===== src/rtl/i2s_pkg.sv =====
// Shared definitions for the I2S output path (also used by sample_processor).
// Contents:
//   size_e        - sample size codes carried alongside each sample
//   SAMPLE_W etc. - widths of a FIFO entry {sample, size_code}
//   size_bits()   - size code -> number of valid sample bits
//   left_justify()- move the low N bits of a sample to the top of a 32-bit slot
package i2s_pkg;

   typedef enum logic [2:0] {
      S_8BIT  = 3'd0,
      S_12BIT = 3'd1,
      S_16BIT = 3'd3,
      S_32BIT = 3'd4
   } size_e;

   localparam int SAMPLE_W = 32;
   localparam int SIZE_W   = 3;
   localparam int FIFO_W   = SAMPLE_W + SIZE_W;

   // Unlisted codes fall back to 16 bits.
   function automatic logic [5:0] size_bits(input logic [2:0] code);
      logic [5:0] n;
      case (code)
         S_8BIT:  n = 6'd8;
         S_12BIT: n = 6'd12;
         S_32BIT: n = 6'd32;
         default: n = 6'd16;
      endcase
      return n;
   endfunction

   // Shifting left by (32-N) discards the unused upper bits and zero-fills the tail.
   function automatic logic [31:0] left_justify(input logic [31:0] sample,
                                                input logic [2:0]  code);
      logic [5:0] n;
      n = size_bits(code);
      return sample << (6'd32 - n);
   endfunction

endpackage


===== src/rtl/i2s_sample_fifo.sv =====
// Synchronous sample FIFO with show-ahead read data and occupancy level.
// Ports:
//   clk, rst  - clock, synchronous active-high reset
//   i_push    - write request (accepted only while o_ready is high)
//   i_data    - entry to write {sample, size_code}
//   i_pop     - read request (ignored while empty)
//   o_data    - head entry, valid while !o_empty
//   o_empty   - no entries stored
//   o_ready   - registered not-full flag
//   o_level   - number of stored entries
module i2s_sample_fifo
   import i2s_pkg::*;
#(
   parameter int WIDTH = FIFO_W,
   parameter int DEPTH = 4
) (
   input  logic                       clk,
   input  logic                       rst,
   input  logic                       i_push,
   input  logic [WIDTH-1:0]           i_data,
   input  logic                       i_pop,
   output logic [WIDTH-1:0]           o_data,
   output logic                       o_empty,
   output logic                       o_ready,
   output logic [$clog2(DEPTH):0]     o_level
);

   localparam int AW = $clog2(DEPTH);
   localparam int LW = AW + 1;

   logic [WIDTH-1:0] r_mem [DEPTH];
   logic [AW-1:0]    r_wr_ptr;
   logic [AW-1:0]    r_rd_ptr;
   logic [LW-1:0]    r_level;
   logic             r_ready;
   logic             w_push;
   logic             w_pop;
   logic [LW-1:0]    w_level_nxt;

   // A push is gated by the registered ready, so a pop in the same cycle
   // cannot open room for a push that arrives while full.
   assign w_push = i_push && r_ready;
   assign w_pop  = i_pop && (r_level != '0);

   always_comb begin
      w_level_nxt = r_level;
      if (w_push && !w_pop) begin
         w_level_nxt = r_level + LW'(1);
      end else if (!w_push && w_pop) begin
         w_level_nxt = r_level - LW'(1);
      end
   end

   always_ff @(posedge clk) begin
      if (w_push) begin
         r_mem[r_wr_ptr] <= i_data;
      end
   end

   always_ff @(posedge clk) begin
      if (rst) begin
         r_wr_ptr <= '0;
         r_rd_ptr <= '0;
         r_level  <= '0;
         r_ready  <= 1'b1;
      end else begin
         if (w_push) begin
            r_wr_ptr <= r_wr_ptr + AW'(1);
         end
         if (w_pop) begin
            r_rd_ptr <= r_rd_ptr + AW'(1);
         end
         r_level <= w_level_nxt;
         r_ready <= (w_level_nxt != LW'(DEPTH));
      end
   end

   assign o_data  = r_mem[r_rd_ptr];
   assign o_empty = (r_level == '0);
   assign o_ready = r_ready;
   assign o_level = r_level;

endmodule


===== src/rtl/i2s_serializer.sv =====
// I2S transmitter: buffers right-justified samples in a FIFO and streams them
// as left-justified 32-bit slots (one-bit I2S delay, left channel = lrclk low).
// Ports:
//   clk, rst                  - clock, synchronous active-high reset
//   enable                    - run the bit clock / frame; low holds outputs at 0
//   sample_in, sample_size    - sample and its size code, pushed when
//   sample_valid/sample_ready   sample_valid && sample_ready
//   bclk, lrclk, sdata        - I2S bit clock, word select, serial data
//   fifo_level                - FIFO occupancy
//   underrun                  - one-cycle pulse when a slot found the FIFO empty
//   underrun_count            - saturating underrun counter, present only when
//                               I2S_UNDERRUN_CNT_EN is defined
// Handshake: an entry is accepted on a rising clk edge where sample_valid and
// sample_ready are both high; sample_ready is a register equal to !full.
module i2s_serializer
   import i2s_pkg::*;
#(
   parameter int CLK_DIV    = 4,
   parameter int FIFO_DEPTH = 4
) (
   input  logic                          clk,
   input  logic                          rst,
   input  logic                          enable,
   input  logic [31:0]                   sample_in,
   input  logic [2:0]                    sample_size,
   input  logic                          sample_valid,
   output logic                          sample_ready,
   output logic                          bclk,
   output logic                          lrclk,
   output logic                          sdata,
   output logic [$clog2(FIFO_DEPTH):0]   fifo_level,
   output logic                          underrun
`ifdef I2S_UNDERRUN_CNT_EN
   ,
   output logic [15:0]                   underrun_count
`endif
);

   localparam int DIV_W = (CLK_DIV > 1) ? $clog2(CLK_DIV) : 1;
   localparam logic [DIV_W-1:0] DIV_LAST = DIV_W'(CLK_DIV - 1);

   logic [DIV_W-1:0]  r_div;
   logic [5:0]        r_fc;
   logic              r_bclk;
   logic              r_lrclk;
   logic              r_sdata;
   logic              r_underrun;
   logic [31:0]       r_shift;

   logic              w_wrap;
   logic              w_fall;
   logic [5:0]        w_fc_nxt;
   logic              w_pop_slot;
   logic              w_fifo_empty;
   logic [FIFO_W-1:0] w_fifo_data;
   logic [31:0]       w_just;

   assign w_wrap     = (r_div == DIV_LAST);
   // bclk falls when the divider wraps while bclk is high.
   assign w_fall     = enable && w_wrap && r_bclk;
   assign w_fc_nxt   = r_fc + 6'd1;
   // Slots start one bit after lrclk changes (fc 0 -> 1, 32 -> 33).
   assign w_pop_slot = w_fall && ((w_fc_nxt == 6'd1) || (w_fc_nxt == 6'd33));
   assign w_just     = left_justify(w_fifo_data[FIFO_W-1:SIZE_W],
                                    w_fifo_data[SIZE_W-1:0]);

   i2s_sample_fifo #(
      .WIDTH (FIFO_W),
      .DEPTH (FIFO_DEPTH)
   ) u_fifo (
      .clk     (clk),
      .rst     (rst),
      .i_push  (sample_valid),
      .i_data  ({sample_in, sample_size}),
      .i_pop   (w_pop_slot),
      .o_data  (w_fifo_data),
      .o_empty (w_fifo_empty),
      .o_ready (sample_ready),
      .o_level (fifo_level)
   );

   always_ff @(posedge clk) begin
      if (rst || !enable) begin
         r_div      <= '0;
         r_fc       <= '0;
         r_bclk     <= 1'b0;
         r_lrclk    <= 1'b0;
         r_sdata    <= 1'b0;
         r_underrun <= 1'b0;
         r_shift    <= '0;
      end else begin
         r_underrun <= 1'b0;
         r_div      <= w_wrap ? '0 : r_div + DIV_W'(1);
         if (w_wrap) begin
            r_bclk <= !r_bclk;
         end
         if (w_fall) begin
            r_fc    <= w_fc_nxt;
            r_lrclk <= w_fc_nxt[5];
            if (w_pop_slot) begin
               // An empty FIFO turns the whole slot into zeros; the next slot
               // still belongs to the other channel.
               if (w_fifo_empty) begin
                  r_shift    <= '0;
                  r_sdata    <= 1'b0;
                  r_underrun <= 1'b1;
               end else begin
                  r_shift <= w_just;
                  r_sdata <= w_just[31];
               end
            end else begin
               // r_shift[31] is the bit currently on sdata.
               r_shift <= {r_shift[30:0], 1'b0};
               r_sdata <= r_shift[30];
            end
         end
      end
   end

   assign bclk     = r_bclk;
   assign lrclk    = r_lrclk;
   assign sdata    = r_sdata;
   assign underrun = r_underrun;

`ifdef I2S_UNDERRUN_CNT_EN
   logic [15:0] r_underrun_count;

   always_ff @(posedge clk) begin
      if (rst) begin
         r_underrun_count <= '0;
      end else if (w_pop_slot && w_fifo_empty && (r_underrun_count != 16'hFFFF)) begin
         r_underrun_count <= r_underrun_count + 16'd1;
      end
   end

   assign underrun_count = r_underrun_count;
`endif

endmodule


===== config.mk =====
export PLATFORM = sky130hd
export DESIGN_NAME = i2s_serializer
export DESIGN_NICKNAME = d
export VERILOG_FILES = /design/src/rtl/i2s_pkg.sv /design/src/rtl/i2s_sample_fifo.sv /design/src/rtl/i2s_serializer.sv
export SDC_FILE = /design/constraint.sdc
export NUM_CORES = 1
export LEC_CHECK = 0
export CAP_MARGIN = 20
export CELL_PAD_IN_SITES_DETAIL_PLACEMENT = 0
export CELL_PAD_IN_SITES_GLOBAL_PLACEMENT = 1
export CORE_ASPECT_RATIO = 1.4
export CORE_MARGIN = 3
export CORE_UTILIZATION = 45
export DETAILED_ROUTE_END_ITERATION = 10
export GPL_TIMING_DRIVEN = 1
export PLACE_DENSITY_LB_ADDON = 0.1
export SETUP_SLACK_MARGIN = 0.02
export SKIP_CTS_REPAIR_TIMING = 1
export SLEW_MARGIN = 20
export SYNTH_ARGS = -nofsm -noshare
export SYNTH_HDL_FRONTEND = slang
export SYNTH_SLANG_ARGS = --single-unit

===== constraint.sdc =====
create_clock -name clk -period 3.75 [get_ports clk]
set_input_delay 0.5625 -clock clk [delete_from_list [all_inputs] [get_ports clk]]
set_output_delay 0.5625 -clock clk [all_outputs]
set_load 0.005 [all_outputs]

* Word level (Yosys, flattened, before mapping)
Memory sizes are Yosys's and may differ from the RTL's. A register that Yosys moved wholly into a read port is not among the register bits.
Cells that the tools add are included.
** Operators by class
- Shift operators :: 1
- Mux-type cells :: 12
- Add/sub/neg operators :: 7
- Reduce and logical (&&, ||, !) cells :: 18
- Bitwise gates (word level) :: 2
- Equal/unequal tests :: 6
** Operators by type and width (number)
- 2-to-1 mux 31 bit :: 2
- << shifter 32 x 6 -> 32 bit :: 1
- case mux 6 bit (3 select lines) :: 1
- logical AND 1 bit :: 7
- adder 2 x 1 -> 2 bit (second input constant) :: 3
- adder 6 x 1 -> 6 bit (second input constant) :: 1
- equality test 6 x 1 -> 1 bit (second input constant) :: 1
- equality test 6 bit (second input constant) :: 1
- logical NOT 3 bit :: 2
- 2-to-1 mux 3 bit :: 2
- subtractor 6 bit (first input constant) :: 1
- 2-to-1 mux 1 bit :: 5
- logical NOT 1 bit :: 4
- 2-to-1 mux 2 bit :: 2
- adder 3 x 1 -> 3 bit (second input constant) :: 1
- equality test 3 x 1 -> 1 bit (second input constant) :: 1
- equality test 3 bit (second input constant) :: 1
- inequality test 3 bit (second input constant) :: 1
- nonzero test 3 bit :: 1
- OR reduction 3 bit :: 1
- subtractor 3 x 1 -> 3 bit (second input constant) :: 1
- equality test 2 bit (second input constant) :: 1
- logical OR 1 bit :: 2
- NOT 1 bit :: 2
- OR reduction 2 bit :: 1
** Storage, ports and cells
- RAM bits :: 140
- Output and inout bits :: 8
- Input port bits :: 39
- Register bits :: 51
- Logic and storage cells :: 58
- Memories kept :: 1
** Memories
- u_fifo.r_mem :: words 4, bits a word 35, read ports 1, clocked after Yosys merged registers in 1, write ports 1, RTL line i2s_sample_fifo.sv:31 : logic [WIDTH-1:0] r_mem [DEPTH];

* Longest topological paths before layout
- Word-level depth :: 9
- Gate-level depth with buffers :: 14

* Cells and area by module
From an unflattened synthesis, not the netlist that was laid out.
** Second synthesis, totals
- Cells, all modules :: 574
- Area total of the unflattened synthesis :: 8421.8 sq um
** By module, submodules not included
- i2s_sample_fifo :: area each 5606.6 sq um, instances 1, seq. area each 4404.2 sq um, cells an instance 245
- i2s_serializer :: area each 2815.2 sq um, instances 1, seq. area each 840.8 sq um, cells an instance 329

* Worst setup path before layout
No wires, ideal clock.
- Kind :: register to register
- From :: reg with a tool-made name
- To :: reg r_shift[25]
- Setup time :: 128 ps
- Period minus slack after synthesis :: 3249 ps
- Path slack :: 501 ps
- Arrival :: 3122 ps
- Stages on the path, launching flop included :: 14
- Path through :: dfxtp_1 -> buf_6 -> mux4_2 -> nor3b_4 -> buf_6 -> buf_12 -> buf_8 -> inv_1 -> ha_1 -> clkbuf_1 -> clkbuf_1 -> o22ai_1 -> a221oi_1 -> a21oi_1
** RTL lines
- end signal, assigned :: RTL line i2s_serializer.sv:108 : r_shift <= w_just;
- end signal, assigned :: RTL line i2s_serializer.sv:113 : r_shift <= {r_shift[30:0], 1'b0};
- end, declared :: RTL line i2s_serializer.sv:48 : logic [31:0] r_shift;

==> results.sh <==
export IMPL_drive_above_1_share_pct=15.69
export IMPL_path_cells="mux4_2 -> nor3b_4 -> inv_1 -> ha_1 -> xnor2_2 -> and2_1 -> nand3_1 -> a21oi_1"
export IMPL_synthesis_instances=557
export IMPL_synth_largest_area_cell="sky130_fd_sc_hd__edfxtp_1"
export IMPL_crit_required_ns=4.11
export IMPL_period_share_pct=81.31
export IMPL_cts_tree="done"
export IMPL_nature_of_the_critical_path_endpoint="flop"
export IMPL_netsw_mw=1.175
export IMPL_internal_power_mw=3.449
export IMPL_place_hpwl_um=11110
export IMPL_port_buffers=46
export IMPL_synth_seq_area_share_pct=63.65
export IMPL_fp_row_count=57
export IMPL_synthFlopType="sky130_fd_sc_hd__edfxtp_1"
export IMPL_synth_most_common_cell="sky130_fd_sc_hd__edfxtp_1"
export IMPL_avgSynthCellArea_sq_um=14.79
export IMPL_outcome="finished, final reports clean"
export IMPL_ir_worst_vdd_uv=300.0
export IMPL_synth_ff_latch_count=192
export IMPL_dieArea_sq_um=19990
export IMPL_synth_cell_area_sq_um=8240
export IMPL_maxCapViolCount=0
export IMPL_total_area_of_multi_input_combinational_cells_sq_um=2769
export IMPL_switching_share_pct=25.41
export IMPL_power_density_over_the_cells_nw_per_um2=485.4
export IMPL_p_leak_nw=3.123
export IMPL_fin_tns_setup_ns=0
export IMPL_firstDrtPassIters=5
export IMPL_initial_utilization_pct=46.59
export IMPL_number_of_global_route_vias_before_repair=5048
export IMPL_numClockSinks=192
export IMPL_boundaryPins=47
export IMPL_share_clk_of_total_power_pct=39.7
export IMPL_timing_max_slew_rel_slack_pct=29.09
export IMPL_grt_antenna_before_repair=0
export IMPL_hold_wc_startpoint="r_div[0]$_SDFF_PP0_"
export IMPL_ant_nets=0
export IMPL_detailroute_via_count=4793
export IMPL_syn2layout_area_growth_pct=15.61
export IMPL_postSynthNetCount=607
export IMPL_cp_max_fo=20
export IMPL_timing_setup_critical_path_class="reg2reg"
export IMPL_hp_class="reg2reg"
export IMPL_placedCellCount=816
export IMPL_timing_final_max_slew_violations=0
export IMPL_wl_per_cell_um=19.90
export IMPL_pin_count_of_the_biggest_net_entering_global_routing=43
export IMPL_remaining_drc_errors=0
export IMPL_fin_worst_skew_ns=0.01185
export IMPL_synth_enable_flop_cells=140
export IMPL_ys_warnings_count=0
export IMPL_area_sequential_sq_um=5246
export IMPL_clock_tree_root_cell="sky130_fd_sc_hd__clkbuf_16"
export IMPL_comb_power_share_pct=8.8
export IMPL_wire_length_of_the_first_global_routing_pass_um=27380
export IMPL_clock_tree_htree_level_count=4
export IMPL_worstMarginPinSlew_ns=1.061
export IMPL_netlist_top_cells_area="sky130_fd_sc_hd__edfxtp_1 (51%), sky130_fd_sc_hd__dfxtp_1 (13%), sky130_fd_sc_hd__mux4_2 (10%)"
export IMPL_finalWirelength_um=16880
export IMPL_startpoint_type_of_the_worst_setup_path="flop"
export IMPL_slowest_stage="sky130_fd_sc_hd__and2_1"
export IMPL_overflow=0
export IMPL_die_height_um=166.1
export IMPL_final_cells=848
export IMPL_cts_buffers=17
export IMPL_synthDominantCellAreaShare_pct=51.02
export IMPL_rsz_0062_raised_after_global_routing="no"
export IMPL_total_of_fill_cells_in_the_finished_design=1523
export IMPL_share_seq_of_total_power_pct=51.5
export IMPL_clk_latency_ns=0.43
export IMPL_post_synth_most_frequent_cells="sky130_fd_sc_hd__edfxtp_1 (140), sky130_fd_sc_hd__dfxtp_1 (52), sky130_fd_sc_hd__mux4_2 (37), sky130_fd_sc_hd__nand2_1 (35), sky130_fd_sc_hd__nor2_1 (33)"
export IMPL_grt_usage_pct=17.56
export IMPL_achievable_frequency_mhz=328.0
export IMPL_post_drt_via_cell_ratio=5.652
export IMPL_ys_async_sr_fraction_pct=0
export IMPL_critPathMaxStageDelay_ns=0.73
export IMPL_gpl_final_weighted_congestion=0.7402
export IMPL_final_hold_viol_count=0
export IMPL_clockBufferDepth=2
export IMPL_cts_clk_slew_worst_paths_ns=0.07
export IMPL_period_minus_slack_ns=3.049
export IMPL_timing_final_setup_violations=0
export IMPL_critical_path_arrival_ns=3.41
export IMPL_drt_first_iter_violations=365
export IMPL_post_layout_net_count=649
export IMPL_core_sq_um=17690
export IMPL_netlist_cell_type_count=51
export IMPL_antenna_cells_inserted=0
export IMPL_die_width_um=120.4
[logic make-up after synthesis]
family | count (synthesis) | share of synthesized area, %
flops | 192 | 63.65
fa+ha+maj | 11 | 1.670
xor+xnor | 14 | 1.488
buf+inv | 45 | 2.839
simple gates | 120 | 7.273
compound gates | 104 | 8.397
mux | 71 | 14.68
[cell usage in the layout (no fill, tap or decap), types with 2 or more instances in the layout]
cell | netlist | routed
sky130_fd_sc_hd__a31oi_1 | 2 | 2
sky130_fd_sc_hd__o21ai_0 | 29 | 29
sky130_fd_sc_hd__xor2_1 | 5 | 5
sky130_fd_sc_hd__nor3_1 | 8 | 8
sky130_fd_sc_hd__and3_1 | 6 | 6
sky130_fd_sc_hd__a311oi_1 | 2 | 2
sky130_fd_sc_hd__mux4_2 | 37 | 37
sky130_fd_sc_hd__xnor2_1 | 9 | 8
sky130_fd_sc_hd__nor2_1 | 33 | 33
sky130_fd_sc_hd__inv_8 | 0 | 4
sky130_fd_sc_hd__clkinvlp_4 | 0 | 2
sky130_fd_sc_hd__nor2b_1 | 2 | 2
sky130_fd_sc_hd__o32a_1 | 3 | 3
sky130_fd_sc_hd__mux2i_1 | 31 | 31
sky130_fd_sc_hd__nand2_1 | 35 | 35
sky130_fd_sc_hd__a21oi_1 | 30 | 30
sky130_fd_sc_hd__or3_1 | 4 | 4
sky130_fd_sc_hd__a221oi_2 | 2 | 2
sky130_fd_sc_hd__clkinv_8 | 0 | 6
sky130_fd_sc_hd__nand4_1 | 3 | 3
sky130_fd_sc_hd__or2_2 | 2 | 2
sky130_fd_sc_hd__and2_1 | 3 | 3
sky130_fd_sc_hd__nand2b_1 | 7 | 7
sky130_fd_sc_hd__buf_4 | 1 | 13
sky130_fd_sc_hd__inv_1 | 9 | 9
sky130_fd_sc_hd__a221oi_1 | 21 | 21
sky130_fd_sc_hd__clkdlybuf4s50_1 | 0 | 46
sky130_fd_sc_hd__clkbuf_16 | 0 | 17
sky130_fd_sc_hd__edfxtp_1 | 140 | 140
sky130_fd_sc_hd__o2bb2ai_1 | 3 | 3
sky130_fd_sc_hd__mux4_1 | 2 | 2
sky130_fd_sc_hd__dfxtp_1 | 52 | 51
sky130_fd_sc_hd__inv_12 | 0 | 2
sky130_fd_sc_hd__nand3_1 | 10 | 10
sky130_fd_sc_hd__o22ai_1 | 4 | 4
sky130_fd_sc_hd__a21oi_2 | 2 | 2
sky130_fd_sc_hd__ha_1 | 11 | 11
[state kept, by name (all words and copies together) (netlist names), named ones only]
register and cells:
bclk 1, r_div 2, r_fc 6, r_shift 31, sdata 1, u_fifo.o_level 3, u_fifo.o_ready 1, u_fifo.r_mem 140
u_fifo.r_rd_ptr 2, u_fifo.r_wr_ptr 2, underrun 1
[path summary, 6_finish.rpt]
path	endpoint	slack (ns)	cells after the start
setup / recovery	r_shift[25]$_SDFFE_PP0N_	0.70	8
hold / removal	r_div[0]$_SDFF_PP0_	0.43	1
setup reg to reg	r_shift[25]$_SDFFE_PP0N_	0.70	8
hold reg to reg	r_div[0]$_SDFF_PP0_	0.43	1
[power groups by stage]
| stage | logic (mW) | clock network (mW) | registers (mW) |
|---|---|---|---|
| floorplan | 0.256 | 0 | 2.43 |
| global placement | 0.407 | 0 | 2.43 |
| detailed placement | 0.411 | 0 | 2.43 |
| CTS | 0.411 | 1.87 | 2.38 |
| global route | 0.443 | 1.95 | 2.39 |
| finish | 0.406 | 1.84 | 2.38 |
[through the flow]
stage	hold WS [ns]	utilization [%]	area, sq um	total power [mW]	worst slack, ns
6_report	0.4254	53.86	9527	4.624	0.7009
2_1_floorplan	0.4043	-	8240	2.682	0.5007
3_5_place_dp	0.4180	50.33	8902	2.843	0.7266
4_1_cts	0.4317	53.86	9527	4.669	0.7093
5_1_grt	0.4659	53.86	9527	4.787	0.5002
3_3_place_gp	0.4138	50.33	8902	2.834	0.8062
[layer usage]
metal / GRT usage (%) / vias to the layer above / wire length, um
met5: 0 / - / 0
met1: 23.08 / 2415 / 7252
met2: 29.28 / 107 / 8769
li1: - / 2255 / -
met4: 5.720 / 0 / 223
met3: 3.543 / 16 / 631
[area by class of cell]
cell class | count | share of cell area [%]
well taps | 236 | 3.100
repair buffers | 59 | 5.858
clock buffers | 17 | 4.465
clock inverters | 15 | 2.088
multi-input cells | 320 | 29.06
inverters | 9 | 0.3546
flip-flops and latches | 192 | 55.07
[critical path: cells and delay by family, from the launching register on]
kind | cells | cell delay, ns
AOI/OAI and AO/OA | 1 | 0.19
adders and majority gates | 1 | 0.25
and+or+nand+nor | 3 | 1.11
DFF | 1 | 0.39
xor gates and xnor gates | 1 | 0.37
muxes | 1 | 0.57
buffers and inverters | 1 | 0.08
Power figures use the tool's default switching activity.
